<file path="src/rtl/instr_sequencer_if.sv">
// Sequencer <-> program memory / execution unit signal bundle.
// master = sequencer side, slave = memory and execution unit side.
interface instr_sequencer_if;
    logic        run_en;
    logic        clear_err;
    logic [15:0] instr_in;
    logic        instr_valid;
    logic [3:0]  done_in;

    logic        fetch_req;
    logic [15:0] ir_out;
    logic [3:0]  start;
    logic        busy;
    logic        halted;
    logic        err_illegal;
    logic        err_timeout;
    logic [15:0] retired_cnt;

    modport master (
        input  run_en, clear_err, instr_in, instr_valid, done_in,
        output fetch_req, ir_out, start, busy, halted,
               err_illegal, err_timeout, retired_cnt
    );

    modport slave (
        output run_en, clear_err, instr_in, instr_valid, done_in,
        input  fetch_req, ir_out, start, busy, halted,
               err_illegal, err_timeout, retired_cnt
    );
endinterface

</file>
<file path="src/rtl/instr_sequencer.sv">
// Instruction sequencer: fetch into IR, decode, grant one execution unit, retire; watchdog/illegal traps.
// Latency: accept at FETCH t -> start t+2 .. done, RETIRE one cycle later; NOP round trip 3 cycles.
// Backpressure: FETCH waits unbounded on instr_valid, EXEC waits on done_in (watchdog-bounded). Macro: SEQ_RETIRE_CNT_EN.
module instr_sequencer #(
    parameter int TIMEOUT = 32,
    parameter int TO_W    = 6
) (
    input  logic               clk,
    input  logic               rst,
    instr_sequencer_if.master  bus
);

    localparam logic [2:0] S_IDLE   = 3'd0;
    localparam logic [2:0] S_FETCH  = 3'd1;
    localparam logic [2:0] S_DECODE = 3'd2;
    localparam logic [2:0] S_EXEC   = 3'd3;
    localparam logic [2:0] S_RETIRE = 3'd4;
    localparam logic [2:0] S_HALT   = 3'd5;
    localparam logic [2:0] S_ERR    = 3'd6;

    localparam logic [TO_W-1:0] WD_LAST = TO_W'(TIMEOUT - 1);

    logic [2:0]      state_q, state_d;
    logic [15:0]     ir_q, ir_d;
    logic [3:0]      start_q, start_d;
    logic [TO_W-1:0] wd_q, wd_d;
    logic            ill_q, ill_d;
    logic            to_q, to_d;
    logic            fetch_q, fetch_d;
    logic            busy_q, busy_d;
    logic            halted_q, halted_d;

    logic [3:0]      grant;
    logic            grant_vld;
    logic            exec_done;
    logic            wd_expired;

    // Opcode to unit grant; NOP, HALT and illegal opcodes grant nothing.
    always_comb begin
        grant     = 4'b0000;
        grant_vld = 1'b0;
        case (ir_q[15:12])
            4'h1, 4'h2: begin grant = 4'b0010; grant_vld = 1'b1; end
            4'h3, 4'h4: begin grant = 4'b0001; grant_vld = 1'b1; end
            4'h5:       begin grant = 4'b0100; grant_vld = 1'b1; end
            4'h6:       begin grant = 4'b1000; grant_vld = 1'b1; end
            default:    begin grant = 4'b0000; grant_vld = 1'b0; end
        endcase
    end

    // Only the granted unit's done counts; start_q is one-hot during EXEC.
    assign exec_done  = |(bus.done_in & start_q);
    assign wd_expired = (wd_q == WD_LAST);

    always_comb begin
        state_d = state_q;
        ir_d    = ir_q;
        start_d = start_q;
        wd_d    = wd_q;
        ill_d   = ill_q;
        to_d    = to_q;
        case (state_q)
            S_IDLE: begin
                if (bus.run_en) state_d = S_FETCH;
            end
            S_FETCH: begin
                if (bus.instr_valid) begin
                    ir_d    = bus.instr_in;
                    state_d = S_DECODE;
                end
            end
            S_DECODE: begin
                if (ir_q[15:12] == 4'h0) begin
                    state_d = S_RETIRE;
                end else if (ir_q[15:12] == 4'hF) begin
                    state_d = S_HALT;
                end else if (grant_vld) begin
                    start_d = grant;
                    wd_d    = '0;
                    state_d = S_EXEC;
                end else begin
                    ill_d   = 1'b1;
                    state_d = S_ERR;
                end
            end
            S_EXEC: begin
                wd_d = wd_q + TO_W'(1);
                if (exec_done) begin
                    start_d = 4'b0000;
                    state_d = S_RETIRE;
                end else if (wd_expired) begin
                    start_d = 4'b0000;
                    to_d    = 1'b1;
                    state_d = S_ERR;
                end
            end
            S_RETIRE: begin
                state_d = bus.run_en ? S_FETCH : S_IDLE;
            end
            S_HALT: begin
                state_d = S_HALT;
            end
            S_ERR: begin
                start_d = 4'b0000;
                if (bus.clear_err) begin
                    ill_d   = 1'b0;
                    to_d    = 1'b0;
                    state_d = S_IDLE;
                end
            end
            default: begin
                start_d = 4'b0000;
                state_d = S_IDLE;
            end
        endcase
    end

    // Status outputs are registered from the next state so they line up with state_q.
    always_comb begin
        fetch_d  = (state_d == S_FETCH);
        busy_d   = (state_d == S_FETCH) || (state_d == S_DECODE) ||
                   (state_d == S_EXEC)  || (state_d == S_RETIRE);
        halted_d = (state_d == S_HALT);
    end

    always_ff @(posedge clk or negedge rst) begin
        if (!rst) begin
            state_q  <= S_IDLE;
            ir_q     <= '0;
            start_q  <= '0;
            wd_q     <= '0;
            ill_q    <= 1'b0;
            to_q     <= 1'b0;
            fetch_q  <= 1'b0;
            busy_q   <= 1'b0;
            halted_q <= 1'b0;
        end else begin
            state_q  <= state_d;
            ir_q     <= ir_d;
            start_q  <= start_d;
            wd_q     <= wd_d;
            ill_q    <= ill_d;
            to_q     <= to_d;
            fetch_q  <= fetch_d;
            busy_q   <= busy_d;
            halted_q <= halted_d;
        end
    end

`ifdef SEQ_RETIRE_CNT_EN
    logic [15:0] cnt_q, cnt_d;

    always_comb begin
        cnt_d = cnt_q;
        if (state_q == S_RETIRE) cnt_d = cnt_q + 16'd1;
    end

    always_ff @(posedge clk or negedge rst) begin
        if (!rst) cnt_q <= '0;
        else      cnt_q <= cnt_d;
    end

    assign bus.retired_cnt = cnt_q;
`else
    assign bus.retired_cnt = 16'h0000;
`endif

    assign bus.fetch_req   = fetch_q;
    assign bus.ir_out      = ir_q;
    assign bus.start       = start_q;
    assign bus.busy        = busy_q;
    assign bus.halted      = halted_q;
    assign bus.err_illegal = ill_q;
    assign bus.err_timeout = to_q;

    a_start_onehot: assert property (@(posedge clk) disable iff (!rst) $onehot0(start_q));
    a_start_exec:   assert property (@(posedge clk) disable iff (!rst)
                                     (start_q != 4'b0000) |-> (state_q == S_EXEC));

endmodule

</file>
<file path="src/flat_wrapper.sv">
// flat-port wrapper written by rule: the top's interface ports become plain ports
module instr_sequencer_flat 
#(
    parameter int TIMEOUT = 32,
    parameter int TO_W    = 6
)
  (clk, rst, bus_run_en, bus_clear_err, bus_instr_in, bus_instr_valid, bus_done_in, bus_fetch_req, bus_ir_out, bus_start, bus_busy, bus_halted, bus_err_illegal, bus_err_timeout, bus_retired_cnt);
  instr_sequencer_if bus_i ();
  input  logic clk;
  input  logic rst;
  input wire logic [$bits(bus_i.run_en)-1:0] bus_run_en;
  input wire logic [$bits(bus_i.clear_err)-1:0] bus_clear_err;
  input wire logic [$bits(bus_i.instr_in)-1:0] bus_instr_in;
  input wire logic [$bits(bus_i.instr_valid)-1:0] bus_instr_valid;
  input wire logic [$bits(bus_i.done_in)-1:0] bus_done_in;
  output wire logic [$bits(bus_i.fetch_req)-1:0] bus_fetch_req;
  output wire logic [$bits(bus_i.ir_out)-1:0] bus_ir_out;
  output wire logic [$bits(bus_i.start)-1:0] bus_start;
  output wire logic [$bits(bus_i.busy)-1:0] bus_busy;
  output wire logic [$bits(bus_i.halted)-1:0] bus_halted;
  output wire logic [$bits(bus_i.err_illegal)-1:0] bus_err_illegal;
  output wire logic [$bits(bus_i.err_timeout)-1:0] bus_err_timeout;
  output wire logic [$bits(bus_i.retired_cnt)-1:0] bus_retired_cnt;
  assign bus_i.run_en = bus_run_en;
  assign bus_i.clear_err = bus_clear_err;
  assign bus_i.instr_in = bus_instr_in;
  assign bus_i.instr_valid = bus_instr_valid;
  assign bus_i.done_in = bus_done_in;
  assign bus_fetch_req = bus_i.fetch_req;
  assign bus_ir_out = bus_i.ir_out;
  assign bus_start = bus_i.start;
  assign bus_busy = bus_i.busy;
  assign bus_halted = bus_i.halted;
  assign bus_err_illegal = bus_i.err_illegal;
  assign bus_err_timeout = bus_i.err_timeout;
  assign bus_retired_cnt = bus_i.retired_cnt;
  instr_sequencer #(.TIMEOUT(TIMEOUT), .TO_W(TO_W)) u_core (.clk(clk), .rst(rst), .bus(bus_i));
endmodule
</file>
<file path="config.mk">
export PLATFORM = sky130hd
export DESIGN_NAME = instr_sequencer_flat
export DESIGN_NICKNAME = d
export VERILOG_FILES = /design/src/rtl/instr_sequencer_if.sv /design/src/rtl/instr_sequencer.sv /design/src/flat_wrapper.sv
export SDC_FILE = /design/constraint.sdc
export NUM_CORES = 1
export LEC_CHECK = 0
export BUFFER_PORTS_ARGS = -buffer_cell sky130_fd_sc_hd__buf_2
export CAP_MARGIN = 20
export CORE_MARGIN = 2
export CORE_UTILIZATION = 39
export DETAILED_ROUTE_END_ITERATION = 10
export PLACE_DENSITY = 0.67
export SLEW_MARGIN = 20
export SYNTH_ARGS = -nofsm -noshare
export SYNTH_HDL_FRONTEND = slang
export SYNTH_SLANG_ARGS = --single-unit
</file>
<file path="constraint.sdc">
create_clock -name clk -period 1.7 [get_ports clk]
set_input_delay 0.255 -clock clk [delete_from_list [all_inputs] [get_ports clk]]
set_output_delay 0.255 -clock clk [all_outputs]
set_load 0.03 [all_outputs]
</file>
==> Word level (Yosys, flattened, before mapping) <==
Cells that the tools add are included.
{ "op_classes": {"muxes": 30, "reduce_logical": 18, "bitwise": 2, "eq_ne": 27, "n_addsub": 1} }
{ "ops": {"columns": ["operator", "n"], "rows": [
  ["2-to-1 mux 3 bit", 8],
  ["one-hot mux 3 bit (7 select lines)", 1],
  ["2-to-1 mux 4 bit", 5],
  ["2-to-1 mux 6 bit", 3],
  ["one-hot mux 4 bit (4 select lines)", 1],
  ["equality test 3 bit (second input constant)", 5],
  ["equality test 3 x 2 -> 1 bit (second input constant)", 4],
  ["equality test 4 x 3 -> 1 bit (second input constant)", 3],
  ["one-hot mux 4 bit (3 select lines)", 1],
  ["one-hot mux 6 bit (2 select lines)", 1],
  ["!= test 2 bit (second input constant)", 5],
  ["AND reduction 5 bit", 2],
  ["equality test 4 x 2 -> 1 bit (second input constant)", 2],
  ["2-to-1 mux 1 bit", 8],
  ["AND reduction 4 bit", 2],
  ["OR reduction 4 bit", 2],
  ["adder 6 x 1 -> 6 bit (second input constant)", 1],
  ["equality test 3 x 1 -> 1 bit (second input constant)", 2],
  ["equality test 6 x 5 -> 1 bit (second input constant)", 1],
  ["nonzero test 2 bit", 3],
  ["OR reduction 6 bit", 1],
  ["bitwise AND 4 bit", 1],
  ["equality test 4 x 1 -> 1 bit (second input constant)", 1],
  ["equality test 4 bit (second input constant)", 1],
  ["9 further kinds", 14]
]} }
{ "totals": {"out_inout_bits": 41, "ff_bits": 34, "inputBits": 25} }

==> Longest topological paths before layout <==
{ "logic_depth": {"word_depth": 11, "mapped_depth": 6} }

==> Worst setup path after synthesis <==
No wires, ideal clock.
{ "synth_timing": {"path_type": "register to register", "from": "register u_core.ir_q[12], in the netlist u_core.bus.ir_out[12]", "to": "register u_core.start_q[0], in the netlist u_core.bus.start[0]", "synth_period_minus_slack_ps": 1697, "stages_incl_launch_ff": 6, "setup_time_ps": 121, "setup_slack_ps": 3, "t_required_ps": 1579, "t_arrival_ps": 1576, "cell_sequence": "dfrtp_1 -> buf_2 -> and3_1 -> o31ai_2 -> o311ai_1 -> a22o_1"} }
{ "synth_between": {"elab_chain_cells": 7, "elab_cells_between_ends": 21, "classes_between": "eq/ne (10); mux (6); reduce/logical (5)"} }
{ "synth_lines": {"columns": ["item", "line", "text"], "rows": [
  ["start: declaration", "instr_sequencer.sv:24", "logic [15:0] ir_q, ir_d;"],
  ["start signal: assignment", "instr_sequencer.sv:139", "ir_q <= ir_d;"],
  ["equality test 4 x 2 -> 1 bit (tied with other cells)", "instr_sequencer.sv:42", "case (ir_q[15:12])"],
  ["OR reduction 2 bit (on tied branches)", null, null],
  ["one-hot mux 4 bit (4 select lines)", "instr_sequencer.sv:42", null],
  ["2-to-1 mux 4 bit", "instr_sequencer.sv:77", "end else if (grant_vld) begin"],
  ["2-to-1 mux 4 bit", "instr_sequencer.sv:75", "end else if (ir_q[15:12] == 4'hF) begin"],
  ["2-to-1 mux 4 bit", "instr_sequencer.sv:73", "if (ir_q[15:12] == 4'h0) begin"],
  ["one-hot mux 4 bit (3 select lines)", "instr_sequencer.sv:62", "case (state_q)"],
  ["end signal: assignment", "instr_sequencer.sv:140", "start_q <= start_d;"],
  ["end: declaration", "instr_sequencer.sv:25", "logic [3:0] start_q, start_d;"]
]} }
Several ways; a longest one is shown, not always the timed one. The select of a mux whose other input is x is not followed.
A chain may end at the register's enable or synchronous reset.

==> Worst setup path in the final report <==
{ "layout_timing": {"from": "register u_core.state_q[1]", "to": "register u_core.halted_q, in the netlist u_core.bus.halted"} }
{ "layout_between": {"elab_cells_between_ends": 14, "classes_between": "eq/ne (7); mux (6); reduce/logical (1)"} }
{ "layout_rtl": {"columns": ["item", "line", "text"], "rows": [
  ["start: declaration", "instr_sequencer.sv:23", "logic [2:0] state_q, state_d;"],
  ["start signal: assignment", "instr_sequencer.sv:138", "state_q <= state_d;"],
  ["equality test 3 bit (tied with other cells)", "instr_sequencer.sv:62", null],
  ["one-hot mux 3 bit (7 select lines) (*)", "instr_sequencer.sv:62", null],
  ["named net u_core.state_d[2]", "instr_sequencer.sv:23", null],
  ["equality test 3 bit (*)", "instr_sequencer.sv:123", "halted_d = (state_d == S_HALT);"],
  ["named net u_core.halted_d", "instr_sequencer.sv:31", "logic halted_q, halted_d;"],
  ["end signal: assignment", "instr_sequencer.sv:146", "halted_q <= halted_d;"],
  ["end: declaration", "instr_sequencer.sv:31", null]
]} }
Mark *: on every way through the listed nets, which the timed path passes. The rest lies on a longest branch.

==> impl_metrics.json <==
{
  "status": "completed",
  "die_w_um": 71.33,
  "cts_buffer_depth": 2,
  "io_pins": 66,
  "cts_tree": "built",
  "cp-endpoint": "u_core.bus.halted$_DFF_PN0_",
  "synth_top_cell_area_share_pct": 48.12,
  "area_growth_pct": 27.53,
  "crit_path_end_kind": "flop",
  "seq_area_frac_synth_pct": 48.12,
  "antenna_found_initial": 0,
  "layout_commonest_cell": "buf_2",
  "rsz0062_at_grt": "true",
  "maxSlewViolCount": 0,
  "first_pass_iters": 4,
  "drtAntennaViolNets": 0,
  "min_path_type": "in -> reg",
  "drive_gt1_share_pct": 37.84,
  "synth_area_leaders": "dfrtp_1 (48%), mux2_1 (10%), buf_4 (7.2%), nand2_1 (3.0%), a21oi_1 (2.0%)",
  "fill_cells": 406,
  "grt_pass1_wl_mm": 6.023,
  "seqPwrFrac_pct": 33.4,
  "grt_pass1_vias": 1278,
  "final_nets": 247,
  "yosysTopAreaCell": "dfrtp_1",
  "drt-met1-wl_mm": 1.622,
  "die-area_um2": 5088,
  "cts-root-buf": "clkbuf_8",
  "cts_max_level": 2,
  "cts_buffers": 5,
  "r2r_setup_slack_ns": 0.08,
  "start_util_pct": 40.60,
  "routed.top_layer": "met4",
  "synth-seq-cells": 34,
  "worstReg2RegStart": "u_core.state_q[1]$_DFF_PN0_",
  "switching_share_pct": 45.84,
  "drtIter0Drc": 79,
  "synth_xor_area_share_pct": 0.4954,
  "grt_max_degree": 35,
  "required_ns": 1.90,
  "mappedNetlistArea_um2": 1768,
  "grt.overflow.total": 0,
  "internal_power_w": 0.002438,
  "drc": 0,
  "cp.arrival_ns": 1.82,
  "pwr-share-clk_pct": 13.6,
  "synth-compound-area-share_pct": 14.01,
  "final-hold-violation-count": 0,
  "insertion_delay_ns": 0.28,
  "die_h_um": 71.33,
  "avgSynthCellArea_um2": 10.98,
  "worst-r2r-cell-count": 4,
  "port_buffers": 49,
  "setup_viol": 0,
  "worstSetupStartpointType": "flop",
  "setup_tns_ns": 0,
  "wl_met2_mm": 1.716,
  "crit_start": "u_core.state_q[1]$_DFF_PN0_",
  "p_per_area_nw_per_um2": 1996,
  "viasPerCell": 4.777,
  "routed-wl-met3_um": 154,
  "layout_common_cells": "buf_2 (49), dfrtp_1 (34), mux2_1 (16), conb_1 (16), nand2_1 (14)",
  "critPathKind": "reg -> reg",
  "grt_usage_pct": 15.15,
  "antenna_cells": 0,
  "synth_cells": 161,
  "comb_power_share_pct": 53.0,
  "synthAdderAreaFrac_pct": 0.7077,
  "synth_mux_area_share_pct": 10.19,
  "yosys.area_share.simple_pct": 16.28,
  "max_freq_mhz": 619.0,
  "power.total_w": 0.004501,
  "skew_ns": 0.003228,
  "post_drt_wl_per_cell_um": 12.98,
  "switchingPower_w": 0.002063,
  "dp_hpwl_mm": 2.667,
  "finalCritPeriodShare_pct": 95.02,
  "core.rowCount": 24,
  "yosysUniqueCellTypes": 43,
  "cap_violations": 0,
  "num_vias": 1309,
  "worstPathMaxFanout": 9,
  "p_leak_nw": 1.062,
  "yosysWarnings": 0,
  "routed_wl_mm": 3.556,
  "peakVddDrop_mv": 1.056,
  "place.gp.congestion": 0.8319,
  "path_clk_slew_ns": 0.07,
  "cts.sinks": 34,
  "core_area_um2": 4354,
  "synth_top_family_by_area": "simple AND/OR/NAND/NOR gates",
  "period_minus_slack_ns": 1.615,
  "reg2reg_to": "u_core.bus.halted$_DFF_PN0_"
}
[flip-flops by register name, indices dropped and copies added (netlist names)]
signal	count
u_core.bus.busy	1
u_core.bus.err_illegal	1
u_core.bus.err_timeout	1
u_core.bus.fetch_req	1
u_core.bus.halted	1
u_core.bus.ir_out	16
u_core.bus.start	4
u_core.state_q	3
u_core.wd_q	6
[per-layer routing]
metal,track usage [%],vias up
li1,-,658
met4,6.289,0
met1,20.71,611
met2,23.05,35
met5,0,-
met3,3.797,5
[cell usage after synthesis (all sizes together)]
library cell,n
nand4,1
inv,2
and3,1
nand3b,1
o21ai,8
ha,1
nand2b,4
nand3,4
o21bai,1
mux2,16
nor4bb,1
o221ai,1
a311oi,1
buf,24
nor2,8
o31ai,2
a32o,1
a21oi,8
conb,1
dfrtp,34
o2111a,1
a21o,1
or4,1
nor3b,5
nand2,14
and4b,1
o311ai,1
nor2b,3
a22o,3
o211ai,1
a31oi,2
a22oi,2
xnor2,1
nor3,5
[logic make-up after synthesis]
group,count (synthesis)
flops,34
buf+inv,26
other cells,1
simple gates,49
xor+xnor,1
mux,16
compound gates,33
fa+ha+maj,1
[power by group through the flow]
stage / Combinational [W] / Sequential (W) / Clock [W]
2_1_floorplan: 0.00123 / 0.00191 / 0
3_3_place_gp: 0.00227 / 0.00148 / 0
3_5_place_dp: 0.00230 / 0.00150 / 0
4_1_cts: 0.00231 / 0.00149 / 0.000627
5_1_grt: 0.00259 / 0.00158 / 0.000667
6_report: 0.00239 / 0.00150 / 0.000612
[worst max-delay path, cell delays in order, from the launching register on]
cell and delay [ns]:
dfrtp_1 0.51, nor3b_1 0.39, a21oi_1 0.11, o221ai_2 0.30, nor3b_1 0.21
[area by class of cell]
cell class / count / area, um2 / share of cell area [%]
clock buffers: 7 / 86.33 / 3.829
clock inverters: 1 / 5.005 / 0.2220
inverters: 2 / 7.507 / 0.3330
multi-input cells: 116 / 869.6 / 38.57
flip-flops and latches: 34 / 850.8 / 37.74
well taps: 52 / 65.06 / 2.886
repair buffers: 62 / 370.4 / 16.43
[worst min-delay path by stage]
stage / from / to / slack (ns) / depth (start not counted)
after floorplan: rst / u_core.bus.busy$_DFF_PN0_ / -0.04 / 0
after global placement: rst / u_core.bus.ir_out[1]$_DFFE_PN0P_ / 0.23 / 2
after detailed placement: rst / u_core.bus.ir_out[11]$_DFFE_PN0P_ / 0.23 / 2
after CTS: bus_instr_in[12] / u_core.bus.ir_out[12]$_DFFE_PN0P_ / 0.17 / 2
after global routing: bus_instr_in[12] / u_core.bus.ir_out[12]$_DFFE_PN0P_ / 0.18 / 2
final: bus_instr_in[12] / u_core.bus.ir_out[12]$_DFFE_PN0P_ / 0.18 / 2
[stage by stage]
step,utilization [%],worst slack [ns],area [um2],hold WS [ns],std cells
detailed placement,47.79,0.07571,2081,0.2332,263
floorplan,-,0.002944,1824,-0.04059,176
global route,51.78,-0.01755,2255,0.1786,274
global placement,47.79,0.1212,2081,0.2343,263
finish,51.78,0.08459,2255,0.1795,274
CTS,50.11,0.05629,2182,0.1714,272
[what timing repair did]
action                                  4_1_cts  5_1_grt
endpoints found under the hold margin        34        0
buffers inserted                              0        2
hold buffers                                  1        0
endpoints found under the setup margin        0        7
gates resized for setup                       0        9
Note: power is estimated with default switching activity, not from simulation.
